[config.mk]
export PLATFORM = sky130hd
export DESIGN_NAME = register_file_sb
export DESIGN_NICKNAME = d
export VERILOG_FILES = /design/src/rtl/regfile_pkg.sv /design/src/rtl/rf_read_port.sv /design/src/rtl/register_file_sb.sv
export SDC_FILE = /design/constraint.sdc
export NUM_CORES = 2
export LEC_CHECK = 0
export ABC_AREA = 1
export CAP_MARGIN = 20
export CORE_ASPECT_RATIO = 1.75
export CORE_MARGIN = 1
export CORE_UTILIZATION = 47
export DETAILED_ROUTE_END_ITERATION = 7
export SKIP_CTS_REPAIR_TIMING = 1
export SLEW_MARGIN = 20
export SYNTH_ARGS = -nofsm -noshare
export SYNTH_HDL_FRONTEND = slang
export SYNTH_SLANG_ARGS = --single-unit
[constraint.sdc]
create_clock -name CLK -period 4.75 [get_ports CLK]
set_input_delay 0.7125 -clock CLK [delete_from_list [all_inputs] [get_ports CLK]]
set_output_delay 0.7125 -clock CLK [all_outputs]
set_load 0.03 [all_outputs]
[src/rtl/regfile_pkg.sv]
// Shared defaults, word type and address range helper for the register file.
// Latency: n/a (types and functions only).
// Backpressure: n/a.
// Contents: RF_WIDTH/RF_DEPTH/RF_NUM_RD defaults, rf_word_t, in_range().
package regfile_pkg;

  localparam int RF_WIDTH  = 32;
  localparam int RF_DEPTH  = 32;
  localparam int RF_NUM_RD = 2;

  typedef logic [RF_WIDTH-1:0] rf_word_t;

  // DEPTH need not be a power of two, so every address must be checked
  // against the real register count, not just the address width.
  function automatic logic in_range(input int unsigned addr, input int unsigned depth);
    return addr < depth;
  endfunction

endpackage

[src/rtl/rf_read_port.sv]
// One combinational read port: write-first bypass, range check, data/BUSY mux.
// Latency: zero cycles (pure combinational).
// Backpressure: none; the port always answers.
// Ports: ra_i read address; we_i/wa_i/wd_i live write port for bypass;
//        regs_i/sb_i registered storage and scoreboard; rd_o data; busy_o pending flag.
// Build option: REGFILE_ZERO_REG_EN makes address 0 read as 0 and never busy.
module rf_read_port
  import regfile_pkg::*;
#(
  parameter int WIDTH = RF_WIDTH,
  parameter int DEPTH = RF_DEPTH,
  localparam int AW   = $clog2(DEPTH)
) (
  input  logic [AW-1:0]             ra_i,
  input  logic                      we_i,
  input  logic [AW-1:0]             wa_i,
  input  logic [WIDTH-1:0]          wd_i,
  input  logic [DEPTH-1:0][WIDTH-1:0] regs_i,
  input  logic [DEPTH-1:0]          sb_i,
  output logic [WIDTH-1:0]          rd_o,
  output logic                      busy_o
);

  logic hit;

  always_comb begin
    rd_o   = '0;
    busy_o = 1'b0;
    hit    = in_range(32'(ra_i), DEPTH);
`ifdef REGFILE_ZERO_REG_EN
    // Hardwired zero wins even over a same-cycle bypassed write to r0.
    if (ra_i == '0) hit = 1'b0;
`endif
    if (hit) begin
      if (we_i && (wa_i == ra_i)) begin
        // The value arriving now is the valid one, so nothing is pending.
        rd_o = wd_i;
      end else begin
        // Explicit compare-mux keeps non-power-of-two depths free of
        // out-of-bounds indexing.
        for (int i = 0; i < DEPTH; i++) begin
          if (ra_i == AW'(i)) begin
            rd_o   = regs_i[i];
            busy_o = sb_i[i];
          end
        end
      end
    end
  end

endmodule

[src/rtl/register_file_sb.sv]
// Multi-read-port register file with one write port, write-first bypass and a pending-write scoreboard.
// Latency: reads zero cycles; writes, scoreboard updates and ANY_BUSY one cycle.
// Backpressure: none; BUSY/ANY_BUSY inform the external stall logic.
// Ports: CLK, RESETn (sync active-low); RA/RD/BUSY packed per read port;
//        WE/WA/WD write port; SB_SET/SB_ADDR mark pending; ANY_BUSY = OR of scoreboard.
// Build option: REGFILE_ZERO_REG_EN hardwires register 0 to zero.
module register_file_sb
  import regfile_pkg::*;
#(
  parameter int WIDTH  = RF_WIDTH,
  parameter int DEPTH  = RF_DEPTH,
  parameter int NUM_RD = RF_NUM_RD,
  localparam int AW    = $clog2(DEPTH)
) (
  input  logic                    CLK,
  input  logic                    RESETn,
  input  logic [NUM_RD*AW-1:0]    RA,
  output logic [NUM_RD*WIDTH-1:0] RD,
  output logic [NUM_RD-1:0]       BUSY,
  input  logic                    WE,
  input  logic [AW-1:0]           WA,
  input  logic [WIDTH-1:0]        WD,
  input  logic                    SB_SET,
  input  logic [AW-1:0]           SB_ADDR,
  output logic                    ANY_BUSY
);

  logic [DEPTH-1:0][WIDTH-1:0] regs_q, regs_d;
  logic [DEPTH-1:0]            sb_q, sb_d;
  logic                        wr_ok, set_ok;

  always_comb begin
    wr_ok  = WE && in_range(32'(WA), DEPTH);
    set_ok = SB_SET && in_range(32'(SB_ADDR), DEPTH);
`ifdef REGFILE_ZERO_REG_EN
    wr_ok  = wr_ok && (WA != '0);
    set_ok = set_ok && (SB_ADDR != '0);
`endif
    regs_d = regs_q;
    sb_d   = sb_q;
    for (int i = 0; i < DEPTH; i++) begin
      if (wr_ok && (WA == AW'(i))) begin
        regs_d[i] = WD;
        sb_d[i]   = 1'b0;
      end
      // Applied after the write clear: a newly issued producer outranks
      // the writeback landing in the same cycle.
      if (set_ok && (SB_ADDR == AW'(i))) begin
        sb_d[i] = 1'b1;
      end
    end
  end

  always_ff @(posedge CLK) begin
    if (!RESETn) begin
      regs_q <= '0;
      sb_q   <= '0;
    end else begin
      regs_q <= regs_d;
      sb_q   <= sb_d;
    end
  end

  // Registered view only; same-cycle set/clear shows up next cycle.
  assign ANY_BUSY = |sb_q;

  for (genvar p = 0; p < NUM_RD; p++) begin : g_rd
    rf_read_port #(
      .WIDTH (WIDTH),
      .DEPTH (DEPTH)
    ) u_rd (
      .ra_i   (RA[p*AW +: AW]),
      .we_i   (WE),
      .wa_i   (WA),
      .wd_i   (WD),
      .regs_i (regs_q),
      .sb_i   (sb_q),
      .rd_o   (RD[p*WIDTH +: WIDTH]),
      .busy_o (BUSY[p])
    );
  end

endmodule

After elaboration in Yosys (flattened, before gate mapping)
Index checks and enable logic that the tools add are counted.
- bits in registers: 1056
- input port bits: 56
- output and inout port bits: 67
- word-level logic and storage cells: 489
- eq/ne operators: 126
- mux-type cells: 196
- reductions and logical operators: 103
- operators with widths (kind ; number):
    $mux W32 ; 66
    $eq A5 B5 Y1 const B ; 64
    $eq A5 B4 Y1 const B ; 32
    $mux W1 ; 130
    $eq A5 B3 Y1 const B ; 16
    $logic_and A1 B1 Y1 ; 66
    $reduce_bool A2 Y1 ; 32
    $eq A5 B2 Y1 const B ; 8
    $reduce_or A32 Y1 ; 1
    $eq A5 B1 Y1 const B ; 4
    $logic_not A5 Y1 ; 4
    $eq A5 B5 Y1 ; 2

Logic depth before layout (Yosys ltp)
- word-level depth: 34
- depth in mapped cells: 25
- gate-level depth less buffers: 24

Hierarchy
Synthesis repeated with hierarchy kept, for this count alone.
- cell total of the unflattened synthesis: 10702
- area total of the unflattened synthesis: 60649.4 um^2
- modules (own cells, without submodules) (module ; instances ; cells each ; area each (um^2) ; sequential area each (um^2)):
    register_file_sb ; 1 ; 6258 ; 41881.4 ; 21140.3
    rf_read_port ; 2 ; 2222 ; 9384.0 ; 0.0

Worst setup path before layout
No wires, ideal clock.
- kind: input-to-output
- start point: input RA[8]
- end point: output RD[49]
- arrival: 2907 ps
- required time: 4038 ps
- setup slack: 1130 ps
- cell stages on the path: 21
- path buffers: 2
- cells stage by stage: clkbuf_2 nor2_4 nand3_2 inv_2 clkbuf_1 nand2_1 nand4_1 nor2_1 nand4_1 nor2_1 nand4_1 nor2_1 nand4_1 nor2_1 nand4_1 nand2_1 nand4_1 nand2_1 nand4_1 nand2_1 a21oi_1
- cells in the longest elaborated chain, start to end: 34
- elaborated cells between the ends (all ways): 67
- those cells by class: 32 x eq/ne; 33 x mux; 2 x reduce/logical
- ends and longest elaborated chain (what ; line ; source):
    start, declared ; register_file_sb.sv:17 ; input logic [NUM_RD*AW-1:0] RA,
    $logic_not A5 Y1 ; rf_read_port.sv:42 ; if (ra_i == AW'(i)) begin
    $mux W32 (32 in series) ; rf_read_port.sv:42 ;
    $mux W32 * ; rf_read_port.sv:35 ; if (we_i && (wa_i == ra_i)) begin
    end, declared ; register_file_sb.sv:18 ; output logic [NUM_RD*WIDTH-1:0] RD,
Mark *: on every way between the ends. The rest lies on a longest branch, timed or not.

Worst setup path in the final report
- start point: input RA[7]
- end point: output RD[53]
Same word-level chain as after synthesis.

==> results.json <==
{
  "hold_path.class": "in -> reg",
  "fmax_mhz": 206,
  "p_leak_nw": 23.6,
  "wire_per_inst_um": 23.6,
  "slowest_delay_ps": 270,
  "area_delta_synth_final_pct": 19.2,
  "cts_tree": "built",
  "cp_common_cell": "nand4_1",
  "cp_max_fo": 3,
  "clk_latency_ps": 740,
  "dp.final_hpwl_mm": 179,
  "period_share": 1.02,
  "yosys.area.top_type": "dfxtp_1",
  "post-place-ws_ps": -659,
  "fin_nets": 8946,
  "synth_nets": 8807,
  "drc": 0,
  "layout-drive-gt1-share": 0.124,
  "rsz0062_at_grt": "yes",
  "clock_skew_ps": 0,
  "antenna_found_initial": 10,
  "grt_max_degree": 200,
  "path_cells": "buf_8 > buf_4 > buf_4 > nor2_1 > inv_1 > nor2_1 > nand2_1 > buf_6 > or2_2 > nand2_1 > nand4_1 > nor2_1 > nand4_1 > nor2_2 > nand4_1 > nor2_2 > nand4_1 > nor2_1 > buf_4 > nand4_1 > nand2_1 > nand2_2 > buf_6",
  "place_congestion": 0.971,
  "slew_headroom": 0.193,
  "cp_slowest_cell": "or2_2",
  "avgSynthCellArea_um2": 6.22,
  "num_vias": 60200,
  "ys_top_cells_by_area": "dfxtp_1, nand2_1, a21oi_1",
  "synth.top_cell.area_share": 0.388,
  "grt_pass1_vias": 56400,
  "dieArea_mm2": 0.117,
  "grt_pass1_wl_mm": 360,
  "die_h_um": 452,
  "port-buffer-count": 122,
  "synth_enable_flop_cells": 0,
  "fin_crit_ps": 4850,
  "async_reset_ff_frac": 0,
  "worst_slack_ps": -105,
  "ios": 123,
  "cp.required_ps": 4040,
  "crit_arrival_ps": 4140,
  "cts_root_buffer": "clkbuf_16",
  "yosys_warnings": 0,
  "netlist_area_mm2": 0.0544,
  "status": "finished, violations left",
  "yosys_register_bits": 1056,
  "cts_made_buffers": 106,
  "fin_setup_tns_ps": -105,
  "synth_cells": 8751,
  "irDropWorstVdd_mv": 0.325,
  "worst_pin_slew_ps": 1210,
  "ys.flop_type": "dfxtp_1",
  "p_total_mw": 20.0,
  "viasPerCell": 5.74,
  "violations": "setup timing",
  "ant_nets": 0,
  "row_count": 164,
  "h-tree-depth": 3,
  "start_util": 0.475,
  "seq_area_frac_synth": 0.388,
  "die_w_um": 259,
  "first_iter_violations": 5765,
  "cap_violations": 0,
  "slew_violations": 0,
  "critPathKind": "in -> out",
  "fill_cells": 11400,
  "gr-total-overflow": 0,
  "drtPass1Iterations": 6,
  "grt.total_usage": 0.411,
  "startpoint_type": "input pin",
  "cts_sinks": 1056,
  "coreArea_mm2": 0.115,
  "final-setup-viol-count": 1,
  "post_synth_num_cell_types": 36,
  "drt_wl_total_mm": 247,
  "powerDensity_mw_per_mm2": 308,
  "cp-end-kind": "output port",
  "final_hold_viol_count": 0,
  "clk_pin_slew_worst_paths_ps": 60,
  "clockBufferDepth": 3
}
==> path summary, 6_finish.rpt <==
kind	from	end	slack (ps)	depth (start not counted)
max	RA[7]	RD[53]	-100	23
min	WD[9]	regs_q[9]	400	3
max reg2reg	sb_q[25]	sb_q[25]	3940	2
min reg2reg	regs_q[622]	regs_q[622]	460	2
==> report_power, final <==
part / internal, mW / switching (mW)
registers: 8.95 / 0.0619
clock network: 5.04 / 3.96
logic: 0.545 / 1.40
total: 14.5 / 5.42
==> flip-flops by register name (all words and copies together), names as in the netlist <==
register	count
regs_q	1024
sb_q	32
==> synth_stat cells, drive strengths merged, types with 9 or more instances <==
cell type and n:
dfxtp 1056, nor3 27, nand3 509, nand2 2273, clkinv 9, o21ai 823, buf 57, nor2 1096
nand4 434, clkbuf 622, or2 17, inv 794, a21oi 1014
==> critical path, delay by kind of cell <==
family        cells  cell delay, ps
buf+inv           7             930
simple gates     16            2470
==> final cells by class <==
type                            instances  area [um^2]  share of cell area
Antenna cell                            7         17.5            0.000270
Multi-Input combinational cell       6213        28400               0.438
Sequential cell                      1056        21100               0.326
Inverter                              803         3050              0.0471
Timing Repair Buffer                  710         6750               0.104
Clock inverter                         44          524             0.00808
Tap cell                             1494         1870              0.0288
Clock buffer                          155         3140              0.0484
==> layout by cell type (no fill, tap or decap), types with 8 or more instances in the layout <==
cell             Yosys  routed
nand2_1           2269    2217
dfxtp_1           1056    1056
a21oi_1           1014    1011
nor2_1            1075     980
o21ai_0            820     820
inv_1              779     771
buf_4                8     524
nand3_1            506     483
nand4_1            434     434
clkbuf_16            0     107
buf_12               0      95
nor2_2              15      87
nand2_2              3      41
nor2_4               6      29
buf_6                4      29
clkdlybuf4s50_1      0      29
clkbuf_8             0      28
clkinv_2             1      26
nand3_2              1      21
clkbuf_1           621      20
buf_2               40      17
inv_2               14      16
nor3_2               2      16
nand2_4              1      15
or2_2               13      13
nor3_1              25      10
nor4_1               8       8
bufinv_16            0       8
buf_8                0       8
==> metrics by stage <==
step                hold slack, ps  instances  area (um^2)   util
finish                         397      10500        64900  0.567
global route                   386      10500        64900  0.567
CTS                            368      10400        63800  0.557
detailed placement             450      10200        60100  0.525
global placement               446      10200        60100  0.525
floorplan                      437       8751        54400      -
==> routing by layer <==
metal	track usage	routed length, um	vias to the layer above
li1	-	-	28600
met1	0.444	88600	27700
met2	0.708	119000	2866
met3	0.0675	17600	996
met4	0.322	22200	4
met5	0	23	-
==> cells by family after synthesis <==
group,count (synthesis),synth area share
AND/OR/NAND/NOR,4365,0.337
flip-flops,1056,0.388
buffers and inverters,1482,0.104
AO/OA/AOI/OAI,1846,0.170
XOR/XNOR,2,0.000322
Note: power is estimated with default switching activity, not from simulation.
